===== src/rtl/dmem_arbiter.sv =====
// Round-robin arbiter that shares one single-port synchronous-read data memory between
// the core load/store path (port 0) and a DMA/debug master (port 1).
module dmem_arbiter #(
  parameter int ADDR_W = 32,
  parameter int DATA_W = 32
) (
  input  logic              clk,
  input  logic              reset,
  input  logic              m0_req,
  input  logic              m0_we,
  input  logic [ADDR_W-1:0] m0_addr,
  input  logic [DATA_W-1:0] m0_wdata,
  output logic              m0_gnt,
  output logic              m0_rvalid,
  output logic [DATA_W-1:0] m0_rdata,
  output logic              m0_err,
  input  logic              m1_req,
  input  logic              m1_we,
  input  logic [ADDR_W-1:0] m1_addr,
  input  logic [DATA_W-1:0] m1_wdata,
  output logic              m1_gnt,
  output logic              m1_rvalid,
  output logic [DATA_W-1:0] m1_rdata,
  output logic              m1_err,
  output logic              mem_we,
  output logic [ADDR_W-1:0] mem_addr,
  output logic [DATA_W-1:0] mem_wdata,
  input  logic [DATA_W-1:0] mem_rdata
);

  logic              last_grant_q, last_grant_d;
  logic              resp_valid_q, resp_valid_d;
  logic              resp_owner_q, resp_owner_d;
  logic              resp_is_read_q, resp_is_read_d;
  logic              resp_err_q, resp_err_d;

  logic              any_gnt;
  logic              win1;
  logic              sel_we;
  logic [ADDR_W-1:0] sel_addr;
  logic [DATA_W-1:0] sel_wdata;
  logic              misaligned;

  // Port 1 wins when it is alone, or when both ask and port 0 went last.
  // Grants are held off while reset is high so no access can slip through.
  always_comb begin
    any_gnt    = (m0_req | m1_req) & ~reset;
    win1       = m1_req & (~m0_req | ~last_grant_q);
    sel_we     = win1 ? m1_we    : m0_we;
    sel_addr   = win1 ? m1_addr  : m0_addr;
    sel_wdata  = win1 ? m1_wdata : m0_wdata;
    misaligned = (sel_addr[1:0] != 2'b00);
  end

  assign m0_gnt    = any_gnt & ~win1;
  assign m1_gnt    = any_gnt & win1;
  assign mem_we    = any_gnt & sel_we & ~misaligned;
  assign mem_addr  = any_gnt ? sel_addr  : '0;
  assign mem_wdata = any_gnt ? sel_wdata : '0;

  always_comb begin
    last_grant_d   = any_gnt ? win1 : last_grant_q;
    resp_valid_d   = any_gnt;
    resp_owner_d   = win1;
    resp_is_read_d = ~sel_we;
    resp_err_d     = any_gnt & misaligned;
  end

  always_ff @(posedge clk or posedge reset) begin
    if (reset) begin
      last_grant_q   <= 1'b1;
      resp_valid_q   <= 1'b0;
      resp_owner_q   <= 1'b0;
      resp_is_read_q <= 1'b0;
      resp_err_q     <= 1'b0;
    end else begin
      last_grant_q   <= last_grant_d;
      resp_valid_q   <= resp_valid_d;
      resp_owner_q   <= resp_owner_d;
      resp_is_read_q <= resp_is_read_d;
      resp_err_q     <= resp_err_d;
    end
  end

  // Memory read data arrives one cycle after the address, aligned with the response register.
  assign m0_rvalid = resp_valid_q & ~resp_owner_q;
  assign m1_rvalid = resp_valid_q & resp_owner_q;
  assign m0_err    = m0_rvalid & resp_err_q;
  assign m1_err    = m1_rvalid & resp_err_q;
  assign m0_rdata  = (m0_rvalid & resp_is_read_q & ~resp_err_q) ? mem_rdata : '0;
  assign m1_rdata  = (m1_rvalid & resp_is_read_q & ~resp_err_q) ? mem_rdata : '0;

endmodule


===== config.mk =====
export PLATFORM = sky130hd
export DESIGN_NAME = dmem_arbiter
export DESIGN_NICKNAME = d
export VERILOG_FILES = /design/src/rtl/dmem_arbiter.sv
export SDC_FILE = /design/constraint.sdc
export NUM_CORES = 1
export LEC_CHECK = 0
export ABC_AREA = 1
export CORE_AREA = 2 2 118 120
export DETAILED_ROUTE_END_ITERATION = 8
export DIE_AREA = 0 0 120 122
export DONT_BUFFER_PORTS = 1
export PLACE_DENSITY_LB_ADDON = 0.12
export SYNTH_ARGS = -nofsm -noshare
export SYNTH_HDL_FRONTEND = slang
export SYNTH_SLANG_ARGS = --single-unit

===== constraint.sdc =====
create_clock -name clk -period 3.2 [get_ports clk]
set_input_delay 0.48 -clock clk [delete_from_list [all_inputs] [get_ports clk]]
set_output_delay 0.48 -clock clk [all_outputs]
set_load 0.01 [all_outputs]

==> Yosys cells after proc, flatten, opt, wreduce, memory -nomap -nowiden <==
Index checks and enable logic that the tools add are counted.
{ "op_classes": {"muxes": 7, "n_bitwise": 25, "n_reduce_logical": 1} }
{ "op_table": {"columns": ["operator", "n"], "rows": [
  ["32-bit 2-to-1 mux", 6],
  ["1-bit bitwise AND", 15],
  ["1-bit inverter", 8],
  ["1-bit bitwise OR", 2],
  ["2-bit nonzero test", 1],
  ["1-bit 2-to-1 mux", 1]
]} }
{ "totals": {"out_inout_bits": 135, "inputBits": 166, "wordCells": 38, "register_bits": 5} }

==> Longest topological paths before layout <==
Gate-level depths: netlist of run 1.
{ "logic_depth": {"word_depth": 7, "mapped_depth": 7, "mapped_depth_nobuf": 6} }

==> Worst setup path after synthesis of run 1 <==
Ideal clock, no wire load.
{ "synth_timing": {"path_type": "input to output", "from": "input port m0_req", "to": "output port mem_wdata[22]", "setup_slack_ns": 1.478, "path_stages": 6, "arrival_ns": 1.242, "n_path_buf": 1, "required_ns": 2.720, "cell_sequence": "nand2_1 -> nand2_2 -> nor2_4 -> buf_2 -> nand2_1 -> nand2_1"} }
{ "synth_via": {"elab_chain_len": 5, "elab_cells_between_ends": 7, "cone_classes": "mux: 2; bitwise: 5"} }
{ "synth_lines": {"columns": ["item", "line", "source"], "rows": [
  ["start: declaration", "9", "input logic m0_req,"],
  ["1-bit inverter", "48", "win1 = m1_req & (~m0_req | ~last_grant_q);"],
  ["1-bit bitwise OR", "48", null],
  ["1-bit bitwise AND", "48", null],
  ["32-bit 2-to-1 mux", "51", "sel_wdata = win1 ? m1_wdata : m0_wdata;"],
  ["32-bit 2-to-1 mux (*)", "59", "assign mem_wdata = any_gnt ? sel_wdata : '0;"],
  ["end: declaration", "27", "output logic [DATA_W-1:0] mem_wdata,"]
]} }
Every way passes the cells marked *; elsewhere a longest branch is shown, timed or not.

==> Final worst setup path of run 1 <==
{ "layout_timing": {"from": "register last_grant_q", "to": "output port mem_wdata[1]"} }
{ "layout_via": {"elab_chain_len": 5} }
{ "layout_lines": {"columns": ["item", "line", "source"], "rows": [
  ["start: declaration", "31", "logic last_grant_q, last_grant_d;"],
  ["start signal: assignment", "77", "last_grant_q <= last_grant_d;"],
  ["1-bit inverter", "48", null],
  ["1-bit bitwise OR", "48", null],
  ["1-bit bitwise AND", "48", null],
  ["32-bit 2-to-1 mux", "51", null],
  ["32-bit 2-to-1 mux", "59", null]
]} }
No other way between the ends.

==> results of run 1 <==
## sequential cells by signal (all words and copies together) (netlist names)
signal / count
resp_err_q: 1
last_grant_q: 1
resp_is_read_q: 1
resp_valid_q: 1
resp_owner_q: 1
## final cells by class
type	count	area, um^2
Clock buffer	4	78.8
Multi-Input combinational cell	279	1080
Fill cell	1643	11800
Sequential cell	5	126
Tap cell	180	225
Timing Repair Buffer	4	30.0
Inverter	47	179
## worst register-to-register path, stage by stage (launching register included)
cell and delay, ns:
dfstp_2 0.52, nand2_1 0.10, nand2_2 0.18, nand2_1 0.09
nand3_1 0.11, nand2_1 0.08
## cells in the final DEF (no fill, tap or decap), drive strengths merged
| cell | synthesis | final |
|---|---|---|
| buf | 12 | 4 |
| nand3b | 1 | 1 |
| nand2 | 200 | 200 |
| clkbuf | 6 | 4 |
| nand3 | 7 | 7 |
| dfrtp | 4 | 4 |
| o21ai | 1 | 1 |
| dfstp | 1 | 1 |
| nor2 | 70 | 70 |
| inv | 47 | 47 |
## path summary, 6_finish.rpt
check | from | endpoint | slack (ns)
setup / recovery | last_grant_q$_DFFE_PP1P_ | mem_wdata[1] | 0.77
hold / removal | reset | resp_valid_q$_DFF_PP0_ | 0.05
setup reg to reg | last_grant_q$_DFFE_PP1P_ | resp_err_q$_DFF_PP0_ | 2.00
hold reg to reg | last_grant_q$_DFFE_PP1P_ | last_grant_q$_DFFE_PP1P_ | 0.49
max in group asynchronous | reset | last_grant_q$_DFFE_PP1P_ | 2.90
min in group clk | reset | resp_valid_q$_DFF_PP0_ | 0.34
## power breakdown
group / internal [mW] / leakage [nW] / switching, mW
Clock: 0.165 / 0.0382 / 0.0392
Combinational: 0.0446 / 1.01 / 0.169
Sequential: 0.0712 / 0.0591 / 0.00366
Total: 0.281 / 1.10 / 0.211
## cells in the mapped netlist
master,n
nor2_1,68
inv_4,1
o21ai_0,1
dfstp_2,1
nand2_1,198
nor2_4,2
clkbuf_1,6
nand2_2,2
buf_2,6
dfrtp_1,4
buf_6,6
nand3b_1,1
inv_1,46
nand3_1,7
## per-stage QoR
| step | instance area, um^2 | util (%) | worst slack [ns] | hold WS, ns | instances |
|---|---|---|---|---|---|
| finish | 1720 | 12.7 | 0.770 | 0.0510 | 519 |
| global route | 1720 | 12.7 | 0.577 | 0.0615 | 519 |
| CTS | 1720 | 12.7 | 0.691 | 0.0516 | 519 |
| detailed placement | 1640 | 12.2 | 0.937 | 0.292 | 515 |
| global placement | 1640 | 12.2 | 0.985 | 0.292 | 515 |
| floorplan | 1510 | - | 1.48 | 0.258 | 349 |
## layer usage
layer | vias to the layer above | share of wire, % | global-route usage [%]
met5 | - | 0 | 0
met4 | 0 | 2.6 | 2.50
met3 | 10 | 11 | 3.18
met2 | 187 | 52 | 15.6
met1 | 835 | 34 | 8.25
li1 | 972 | - | -
## kinds of logic (layout without fill, tap and decap cells)
group	count (synthesis)	after routing	share of synthesized area, %
buf+inv	65	55	19.9
simple gates	278	278	71.4
flops	5	5	8.39
compound gates	1	1	0.332
==> flow_metrics.env, run 1 <==
export IMPL_drv_slew=0
export IMPL_startpoint_type="flip-flop"
export IMPL_netlist_top_cells_area="nand2_1, nor2_1, inv_1"
export IMPL_nets=506
export IMPL_reg2reg_depth=5
export IMPL_min_path_type="primary input to async pin"
export IMPL_cts_num_sinks=5
export IMPL_crit_fanout=63
export IMPL_finalHoldViolCount=0
export IMPL_critPathBufInv=1
export IMPL_cp_num_cells=6
export IMPL_cts_root_buf="clkbuf_16"
export IMPL_io_pins=301
export IMPL_max_freq_mhz=411
export IMPL_clk_pin_slew_ns=0.03
export IMPL_route_detailed_drc=0
export IMPL_syn_nets=515
export IMPL_crit_family="simple AND/OR/NAND/NOR gates"
export IMPL_ys_seq_area_share_pct=8.39
export IMPL_grt_pass1_vias=1565
export IMPL_synth_top_cell_area_share_pct=49.3
export IMPL_synth_top_area_cell="nand2_1"
export IMPL_syn2layout_area_growth_pct=14.2
export IMPL_post_dp_hpwl_um=6390
export IMPL_clock_path_buffers=2
export IMPL_cap_violations=0
export IMPL_critPathMaxStageDelay_ns=0.52
export IMPL_slew_headroom_pct=60.2
export IMPL_grt_max_degree=64
export IMPL_finalWeightedCongestion=0.779
export IMPL_postCtsResizedCells=0
export IMPL_insertion_delay_ns=0.23
export IMPL_dr_first_iter_drc_count=83
export IMPL_ys_warn_count=0
export IMPL_antenna_found_initial=0
export IMPL_die_y_um=122
export IMPL_fp_dieArea_mm2=0.0146
export IMPL_total_power_uw=492
export IMPL_cts_buffers=3
export IMPL_path_cells="nand2_1 > nand2_2 > nand2_2 > inv_4 > nand2_1 > nand2_1"
export IMPL_postCtsSetupBuffers=0
export IMPL_rsz0062_at_grt="no"
export IMPL_final_layout_size_suffix_gt1_share_pct=3.83
export IMPL_antenna_left=0
export IMPL_wirelength_um=7150
export IMPL_cpMaxStageDelayCell="dfstp_2"
export IMPL_syn_area_mm2=0.00151
export IMPL_max_vdd_ir_drop_mv=0.165
export IMPL_cp_common_cell="nand2_1"
export IMPL_synth_cell_types=14
export IMPL_fin_tns_setup_ns=0
export IMPL_core_area_mm2=0.0135
export IMPL_arrival_ns=1.95
export IMPL_required_ns=2.72
export IMPL_synth_seq_cells=5
export IMPL_path_class="flip-flop to output port"
export IMPL_syn_avg_cell_area_um2=4.32
export IMPL_status="finished, final reports clean"
export IMPL_p_leak_nw=1.10
export IMPL_endpoint_kind="output port"
export IMPL_portBuffers=0
export IMPL_cts_hold_buf=0
export IMPL_rows=43
export IMPL_setup_viol=0
export IMPL_start_util_pct=11.2
export IMPL_dr_pass1_iters=4
export IMPL_vias=2004
export IMPL_cts_max_level=1
export IMPL_wire_per_inst_um=13.8
export IMPL_gr_total_overflow=0
export IMPL_p_per_area_mw_per_mm2=286
export IMPL_via_per_inst=3.86
export IMPL_period_share_pct=75.9
export IMPL_grt_total_usage_pct=8.22
export IMPL_diodes=0
export IMPL_tightest_slew_ns=0.596
export IMPL_die_x_um=120
export IMPL_min_period_ns=2.43
export IMPL_grt_first_pass_wirelength_um=8890
export IMPL_syn_inst=349
export IMPL_tritoncts="built"
export IMPL_fin_worst_skew_ns=0.00136
Note: power is estimated with default switching activity, not from simulation.
==> run 2, diff against run 1 <==
==> constraint.sdc (replaced) <==
create_clock -name clk -period 2.5 [get_ports clk]
set_input_delay 0.375 -clock clk [delete_from_list [all_inputs] [get_ports clk]]
set_output_delay 0.375 -clock clk [all_outputs]
set_load 0.01 [all_outputs]
==> flow_metrics.env, run 2 (synthesized netlist as in run 1, its figures left out) <==
export IMPL_cpMaxStageDelayCell="dfstp_2"
export IMPL_crit_family="simple AND/OR/NAND/NOR gates"
export IMPL_min_period_ns=2.30
export IMPL_setup_viol=0
export IMPL_min_path_type="primary input to flip-flop"
export IMPL_r2r_start="last_grant_q$_DFFE_PP1P_"
export IMPL_required_ns=2.12
export IMPL_pre_cts_ws_ns=0.361
export IMPL_vias=2052
export IMPL_rrSetupSlack_ns=1.33
export IMPL_tightest_slew_ns=0.602
export IMPL_antenna_found_initial=1
export IMPL_fin_worst_skew_ns=0.000108
export IMPL_dr_first_iter_drc_count=76
export IMPL_endpoint_kind="output port"
export IMPL_portBuffers=0
export IMPL_final_fill_count=1602
export IMPL_clock_path_buffers=2
export IMPL_p_clk_share_pct=40.9
export IMPL_grt_max_degree=64
export IMPL_insertion_delay_ns=0.22
export IMPL_drv_slew=0
export IMPL_fin_tns_setup_ns=0
export IMPL_fin_ws_ns=0.205
export IMPL_start_util_pct=11.2
export IMPL_switching_share_pct=42.4
export IMPL_period_share_pct=91.8
export IMPL_grt_pass1_vias=1649
export IMPL_wire_per_inst_um=13.6
export IMPL_final_common_cell="nand2_1"
export IMPL_io_pins=301
export IMPL_cap_violations=0
export IMPL_wirelength_um=7260
export IMPL_reg2reg_depth=5
export IMPL_power_frac_seq_pct=15.1
export IMPL_pwr_share_comb_pct=44.0
export IMPL_tritoncts="built"
export IMPL_cts_buffers=3
export IMPL_critPathMaxStageDelay_ns=0.52
export IMPL_max_freq_mhz=436
export IMPL_path_cells="nand2_1 > nand2_2 > nand2_2 > inv_4 > nand2_1 > nand2_1"
export IMPL_multi_input_area_mm2=0.00108
export IMPL_internal_power_uw=366
export IMPL_whs_path_depth=1
export IMPL_critPathBufInv=1
export IMPL_p_leak_nw=1.18
export IMPL_grt_first_pass_wirelength_um=9200
export IMPL_route_detailed_drc=0
export IMPL_design_area_mm2=0.00184
export IMPL_finalWeightedCongestion=0.761
export IMPL_via_per_inst=3.84
export IMPL_fp_dieArea_mm2=0.0146
export IMPL_dr_pass1_iters=6
export IMPL_nets=521
export IMPL_startpoint_type="flip-flop"
export IMPL_min_to="resp_valid_q$_DFF_PP0_"
export IMPL_rows=43
export IMPL_crit_fanout=63
export IMPL_p_per_area_mw_per_mm2=346
export IMPL_clk_pin_slew_ns=0.03
export IMPL_final_layout_size_suffix_gt1_share_pct=7.63
export IMPL_cts_num_sinks=5
export IMPL_total_power_uw=636
export IMPL_layout_common_cells="nand2_1, nor2_1, inv_1, buf_4, nand3_1"
export IMPL_place_area_mm2=0.00175
export IMPL_arrival_ns=1.92
export IMPL_r2r_end="resp_err_q$_DFF_PP0_"
export IMPL_syn2layout_area_growth_pct=21.8
export IMPL_max_vdd_ir_drop_mv=0.170
export IMPL_rsz0062_at_grt="no"
export IMPL_slew_headroom_pct=59.9
export IMPL_status="finished, final reports clean"
export IMPL_finalHoldViolCount=0
export IMPL_postCtsSetupBuffers=0
export IMPL_grt_total_usage_pct=8.41
export IMPL_path_class="flip-flop to output port"
export IMPL_antenna_left=0
export IMPL_gr_total_overflow=0
export IMPL_hold_ws_ns=0.234
export IMPL_post_dp_hpwl_um=6430
export IMPL_core_area_mm2=0.0135
export IMPL_cts_max_level=1
export IMPL_diodes=0
export IMPL_cp_common_cell="nand2_1"
export IMPL_hp_start="reset"
export IMPL_die_x_um=120
export IMPL_seq_area_um2=126
export IMPL_cts_root_buf="clkbuf_16"
export IMPL_p_switching_uw=269
export IMPL_die_y_um=122
run 2: per-stage QoR:
stage / util, % / instances
6_report: 13.6 / 534
3_5_place_dp: 12.9 / 529
3_3_place_gp: 12.9 / 529
4_1_cts: 13.6 / 534
2_1_floorplan: - / 349
5_1_grt: 13.6 / 534
run 2: layout make-up:
cell class                      instances  area share [%]
Tap cell                              180            12.3
Inverter                               47            9.75
Multi-Input combinational cell        279            58.9
Sequential cell                         5            6.88
Timing Repair Buffer                   19            7.91
Clock buffer                            4            4.29
run 2: power by group through the flow:
stage	sequential (mW)	clock [mW]	combinational, mW
floorplan	0.0946	0	0.237
global placement	0.0959	0	0.285
detailed placement	0.0963	0	0.288
CTS	0.0959	0.265	0.289
global route	0.0964	0.274	0.317
finish	0.0958	0.260	0.280
run 2: worst max path at each step:
| stage | start | endpoint | slack [ns] | cells past startpoint |
|---|---|---|---|---|
| after floorplan | last_grant_q$_DFFE_PP1P_ | mem_wdata[22] | 0.92 | 7 |
| after global placement | last_grant_q$_DFFE_PP1P_ | mem_wdata[1] | 0.41 | 6 |
| after detailed placement | last_grant_q$_DFFE_PP1P_ | mem_wdata[1] | 0.36 | 6 |
| after CTS | last_grant_q$_DFFE_PP1P_ | mem_wdata[1] | 0.12 | 6 |
| after global routing | last_grant_q$_DFFE_PP1P_ | mem_wdata[1] | 0.01 | 6 |
| final | last_grant_q$_DFFE_PP1P_ | mem_wdata[1] | 0.20 | 6 |
run 2: repair_timing:
item / in CTS / in global routing
hold buffers: 1 / 0
gates resized for setup: 0 / 0
endpoints found under the hold margin: 4 / 0
run 2: layer usage:
layer	GRT usage, %	share of wire, %	routed length [um]	vias to the layer above
met3	3.75	12	884	10
met4	1.54	1.4	104	2
met5	0	0.18	13	-
met1	7.87	33	2420	856
met2	16.8	53	3840	181
li1	-	-	-	1003
run 2: worst register-to-register path: stages (launching register included):
cell and delay, ns:
dfstp_2 0.52, nand2_1 0.10, nand2_2 0.17, nand2_1 0.09
nand3_1 0.10, nand2_1 0.07
==> run 3, diff against run 2 <==
--- a/config.mk
+++ b/config.mk
@@ -6,6 +6,7 @@
 export NUM_CORES = 1
 export LEC_CHECK = 0
 export ABC_AREA = 1
+export CAP_MARGIN = 10
 export CORE_AREA = 2 2 118 120
 export DETAILED_ROUTE_END_ITERATION = 8
 export DIE_AREA = 0 0 120 122
==> results of run 3 <==
No change in the layout: final DEF, timing and power equal those of run 2.
==> patch 1 (config.mk and constraints of run 1) <==
Reset style: synchronous (`reset`), changed in one clocked block.
--- a/src/rtl/dmem_arbiter.sv
+++ b/src/rtl/dmem_arbiter.sv
@@ -66,7 +66,7 @@
     resp_err_d     = any_gnt & misaligned;
   end
 
-  always_ff @(posedge clk or posedge reset) begin
+  always_ff @(posedge clk) begin
     if (reset) begin
       last_grant_q   <= 1'b1;
       resp_valid_q   <= 1'b0;
Function: differs if reset is asserted again (counterexample within 4 cycles, from zero or initial values and one cycle with reset high); with reset held inactive, the same outputs for 10 cycles.
==> patch 1 against run 1 <==
- cell area fell by 0.29%
- sequential cell count did not move
- combinational power fell by 15%
- routed wire length fell by 12%
- synthesized area rose by 0.17%
- register-to-register slack improved by 0.19 ns
- sequential share of layout area fell by 1.5 points
- fmax rose by 6.4%
- setup slack improved by 0.15 ns
- total power fell by 7.7%
- critical path type unchanged
- critical endpoint is now mem_wdata[27]
==> patch 1: results (changes against run 1) <==
stage;metric;value;unit;change
status;status;finished clean;;
cts;post_cts_buffers;0;;unchanged
synthesis;synthArstFlopShare;0;;-1.00
setup_path;r2r_end;resp_err_q$_SDFF_PP0_;;
sta;slew_headroom;0.566;;-0.0368
synthesis;syn_nets;515;;unchanged
cts;clock_latency;0.22;ns;
hold_path;holdPathEnd;resp_is_read_q$_SDFF_PP0_;;
sta;clock_skew;0.00111;ns;-0.000257 ns
hold_path;hold_path.class;in -> reg;;
cts;clockBufferDepth;2;;unchanged
placement;io_buffers;0;;unchanged
hold_path;min_path_cells;1;;
finish;drive_above_1_share;0.0621;;+0.0238
synthesis;ys.warnings.count;0;;unchanged
finish;antenna_cells;0;;unchanged
cts;cts_root_buf;clkbuf_16;;
synthesis;synth-edff-count;0;;unchanged
pwr;sw_frac_of_total;0.400;;-0.0297
finish;layout.nets;505;;-0.20%
setup_path;r2r_cells;5;;unchanged
detailed_routing;drtIter0Drc;40;;-52%
synthesis;synth_flop_cell;dfxtp_1;;
global_routing;antenna_found_initial;0;;unchanged
setup_path;cp_max_fo;61;;-3.2%
synthesis;synth_seq_area_share;0.0663;;-0.0176
pwr;power_leakage;1.08;nW;-2.7%
detailed_routing;wl_per_cell;12.1;um;-12%
synthesis;synth.area.mux_share;0;;unchanged
cts;clk_pin_slew;0.03;ns;about the same
setup_path;rrSetupSlack;2.19;ns;+0.19 ns
synthesis;synth_commonest_cells;nand2_1 (182), nor2_1 (72), inv_1 (45);;
placement;post_dp_cell_area;0.00164;sq mm;-0.30%
setup_path;rr_startpoint;last_grant_q$_SDFFE_PP1P_;;
synthesis;synthAdderAreaFrac;0;;unchanged
synthesis;yosysUniqueCellTypes;15;;+1
placement;hpwl;5.46;mm;-15%
global_routing;grt_pass1_wl;7.60;mm;-15%
finish;multi_input_area;0.00111;sq mm;+3.0%
synthesis;ys_top_cells_by_area;nand2_1 (45%), nor2_1 (18%), inv_1 (11%);;
sta;timing.hold.ws;0.325;ns;+0.274 ns
detailed_routing;first_pass_iters;4;;unchanged
synthesis;synth_compound_area_frac;0.0133;;+0.00994
detailed_routing;routed_via_density;3.87;;+0.14%
global_routing;grt_pass1_vias;1551;;-0.89%
hold_path;hp-start;reset;;
cts;numCtsBuffers;3;;unchanged
cts;cts_resized;0;;unchanged
cts;ctsHtreeMaxLevel;1;;unchanged
finish;fillers;1584;;-3.6%
global_routing;grt_max_degree;62;;-3.1%
placement;gp_congestion;0.788;;+1.2%
global_routing;grt_use_total;0.0663;;-0.0159
pwr;ir_drop;0.132;mV;-20%
synthesis;synth-xor-area-share;0;;unchanged
## patch 1: area by class of cell
class / count / area share
Timing Repair Buffer: 3 / 0.0131
Sequential cell: 5 / 0.0584
Inverter: 46 / 0.102
Tap cell: 180 / 0.131
Clock buffer: 4 / 0.0460
Multi-Input combinational cell: 280 / 0.649
## patch 1: worst max-delay path by stage
stage / from / end / slack (ns)
5_1_grt: last_grant_q$_SDFFE_PP1P_ / mem_wdata[27] / 0.73
6_report: last_grant_q$_SDFFE_PP1P_ / mem_wdata[27] / 0.92
2_1_floorplan: m0_req / mem_wdata[22] / 1.47
4_1_cts: last_grant_q$_SDFFE_PP1P_ / mem_wdata[27] / 0.87
3_5_place_dp: m0_req / mem_wdata[27] / 0.93
3_3_place_gp: m0_req / mem_wdata[27] / 0.95
## patch 1: stage by stage
stage                     total power, W  worst slack, ns  instances
final                           0.000454            0.915        518
after global routing            0.000489            0.730        518
after CTS                       0.000462            0.868        518
after detailed placement        0.000255            0.935        514
after global placement          0.000255            0.954        514
after floorplan                 0.000234             1.47        349
## patch 1: power groups by stage
stage / clock network (W) / logic (W) / registers (W)
finish: 0.000203 / 0.000181 / 0.0000696
global route: 0.000215 / 0.000204 / 0.0000701
CTS: 0.000207 / 0.000185 / 0.0000698
detailed placement: 0 / 0.000185 / 0.0000707
global placement: 0 / 0.000185 / 0.0000705
floorplan: 0 / 0.000164 / 0.0000698
## patch 1: logic make-up (layout without fill, tap and decap cells)
kind of cell	Yosys count	count (layout)
buffers and inverters	64	53
and+or+nand+nor	276	276
AOI/OAI and AO/OA	4	4
DFF	5	5
## patch 1: layer usage
metal,vias to the layer above,share of wire,track usage,routed length [um]
li1,974,-,-,-
met1,835,0.34,0.0654,2130
met2,188,0.54,0.137,3360
met3,6,0.11,0.0150,674
met4,0,0.015,0.0162,93
met5,-,0,0,0
## patch 1: critical path, cell delays in order (launching register included)
cell and delay [ns]:
dfxtp_1 0.30, nand2_1 0.13, nand2_2 0.17, nor2_4 0.10
buf_4 0.47, nand2_1 0.18, nand2_1 0.19
==> patch 2 (config.mk and constraints of run 1) <==
Without the edit above. The parameter `ADDR_W` goes from 32 to 28.
--- a/src/rtl/dmem_arbiter.sv
+++ b/src/rtl/dmem_arbiter.sv
@@ -1,7 +1,7 @@
 // Round-robin arbiter that shares one single-port synchronous-read data memory between
 // the core load/store path (port 0) and a DMA/debug master (port 1).
 module dmem_arbiter #(
-  parameter int ADDR_W = 32,
+  parameter int ADDR_W = 28,
   parameter int DATA_W = 32
 ) (
   input  logic              clk,
Ports: changed (resized m0_addr, m1_addr and mem_addr); port bits go from 301 to 289. No check against the original RTL was run, so the function may have changed too.
==> patch 2 against run 1 <==
- setup slack lost 0.16 ns
- total power is 2.9% lower
- sequential share of layout area is 0.18 points higher
- routed wire length is 9.2% lower
- non-clock buffer count increased by 1
- register-to-register slack improved by 0.02 ns
- clock skew grew 0.00092 ns
- synthesized cell count shrank 3.4%
- cell area decreased by 2.3%
- sequential cell count is the same
- sequential power shrank 0.8%
- synthesized area fell by 5.6%
==> patch 2: results (changes against run 1) <==
stage;metric;value;unit;change
synthesis;ys_top_cells_by_area;nand2_1 (49%), nor2_1 (18%), inv_1 (12%);;
placement;place_ws;0.789;ns;-0.148 ns
pwr;clkPwrFrac;0.422;;+0.007
synthesis;synth_seq_area_share;0.0889;;+0.00502
sta;clock_skew;0.00228;ns;+0.000917 ns
pwr;power_leakage;1.08;nW;-2.6%
setup_path;max_stage_delay;0.63;ns;+0.11 ns
setup_path;cp.arrival;2.11;ns;+0.16 ns
status;status;finished clean;;
synthesis;ys.warnings.count;0;;unchanged
placement;hpwl;5.83;mm;-8.7%
placement;post_dp_cell_area;0.00160;sq mm;-2.6%
pwr;sw_frac_of_total;0.414;;-0.0155
finish;drive_above_1_share;0.0396;;+0.00129
synthesis;synthArstFlopShare;1.00;;unchanged
global_routing;grt_use_total;0.0713;;-0.0110
pwr;pwr-share-comb;0.423;;-0.010
cts;clockBufferDepth;2;;unchanged
detailed_routing;vias;1942;;-3.1%
sta;drv_slew;0;;unchanged
setup_path;slowest_stage;inv_2;;
placement;gp_congestion;0.777;;-0.26%
synthesis;synth_flop_cell;dfrtp_1;;
synthesis;avgSynthCellArea;4.22;sq um;-2.3%
synthesis;synth_commonest_cells;nand2_1 (187), nor2_1 (68), inv_1 (46);;
global_routing;grt_max_degree;60;;-6.3%
detailed_routing;drt-total-wl;6.49;mm;-9.2%
sta;tightest_slew;0.903;ns;+0.307 ns
cts;numCtsBuffers;3;;unchanged
detailed_routing;wl_per_cell;12.7;um;-7.4%
hold_path;hold_path.class;in -> async;;
global_routing;grt_pass1_wl;7.82;mm;-12%
synthesis;yosysUniqueCellTypes;16;;+2
finish;layout.nets;487;;-3.8%
detailed_routing;drtIter0Drc;49;;-41%
cts;cts_resized;0;;unchanged
global_routing;grt_pass1_vias;1399;;-11%
pwr;ir_drop;0.124;mV;-25%
global_routing;antenna_found_initial;1;;+1
placement;io_buffers;0;;unchanged
finish;fillers;1582;;-3.7%
cts;clk_pin_slew;0.03;ns;about the same
setup_path;critPathTopFamily;simple AND/OR/NAND/NOR gates;;
placement;post-place-cells;504;;-2.1%
setup_path;cp_max_fo;59;;-6.3%
patch 2: final timing paths:
path | start | to | slack [ns] | cells after the start
hold / removal | reset | resp_err_q$_DFF_PP0_ | 0.04 | 1
setup / recovery | last_grant_q$_DFFE_PP1P_ | mem_wdata[5] | 0.61 | 6
hold reg to reg | last_grant_q$_DFFE_PP1P_ | last_grant_q$_DFFE_PP1P_ | 0.49 | 2
min in group clk | reset | resp_valid_q$_DFF_PP0_ | 0.34 | 1
max in group asynchronous | reset | last_grant_q$_DFFE_PP1P_ | 2.92 | 1
setup reg to reg | last_grant_q$_DFFE_PP1P_ | resp_err_q$_DFF_PP0_ | 2.02 | 5
patch 2: logic make-up after synthesis:
| group | count (synthesis) | synth area share |
|---|---|---|
| AO/OA/AOI/OAI | 1 | 0.00352 |
| buffers and inverters | 65 | 0.187 |
| flip-flops | 5 | 0.0889 |
| AND/OR/NAND/NOR | 266 | 0.720 |
patch 2: metal layers:
| layer | share of wire | vias to the layer above | global-route usage |
|---|---|---|---|
| li1 | - | 940 | - |
| met1 | 0.34 | 812 | 0.0705 |
| met2 | 0.55 | 186 | 0.148 |
| met3 | 0.10 | 4 | 0.0122 |
| met4 | 0.010 | 0 | 0.0213 |
| met5 | 0 | - | 0 |
patch 2: stage by stage:
stage,power (W),hold WS (ns)
6_report,0.000478,0.0435
5_1_grt,0.000521,0.0501
4_1_cts,0.000489,0.0492
3_5_place_dp,0.000282,0.287
3_3_place_gp,0.000282,0.284
2_1_floorplan,0.000244,0.258
patch 2: final cells by class:
cell class / instances / area, sq um / area share
multi-input combinational: 267 / 1030 / 0.615
tap: 180 / 225 / 0.134
inverter: 47 / 176 / 0.105
sequential: 5 / 126 / 0.0752
clock buffer: 4 / 78.8 / 0.0469
timing repair buffer: 5 / 37.5 / 0.0223
antenna: 1 / 2.50 / 0.00149
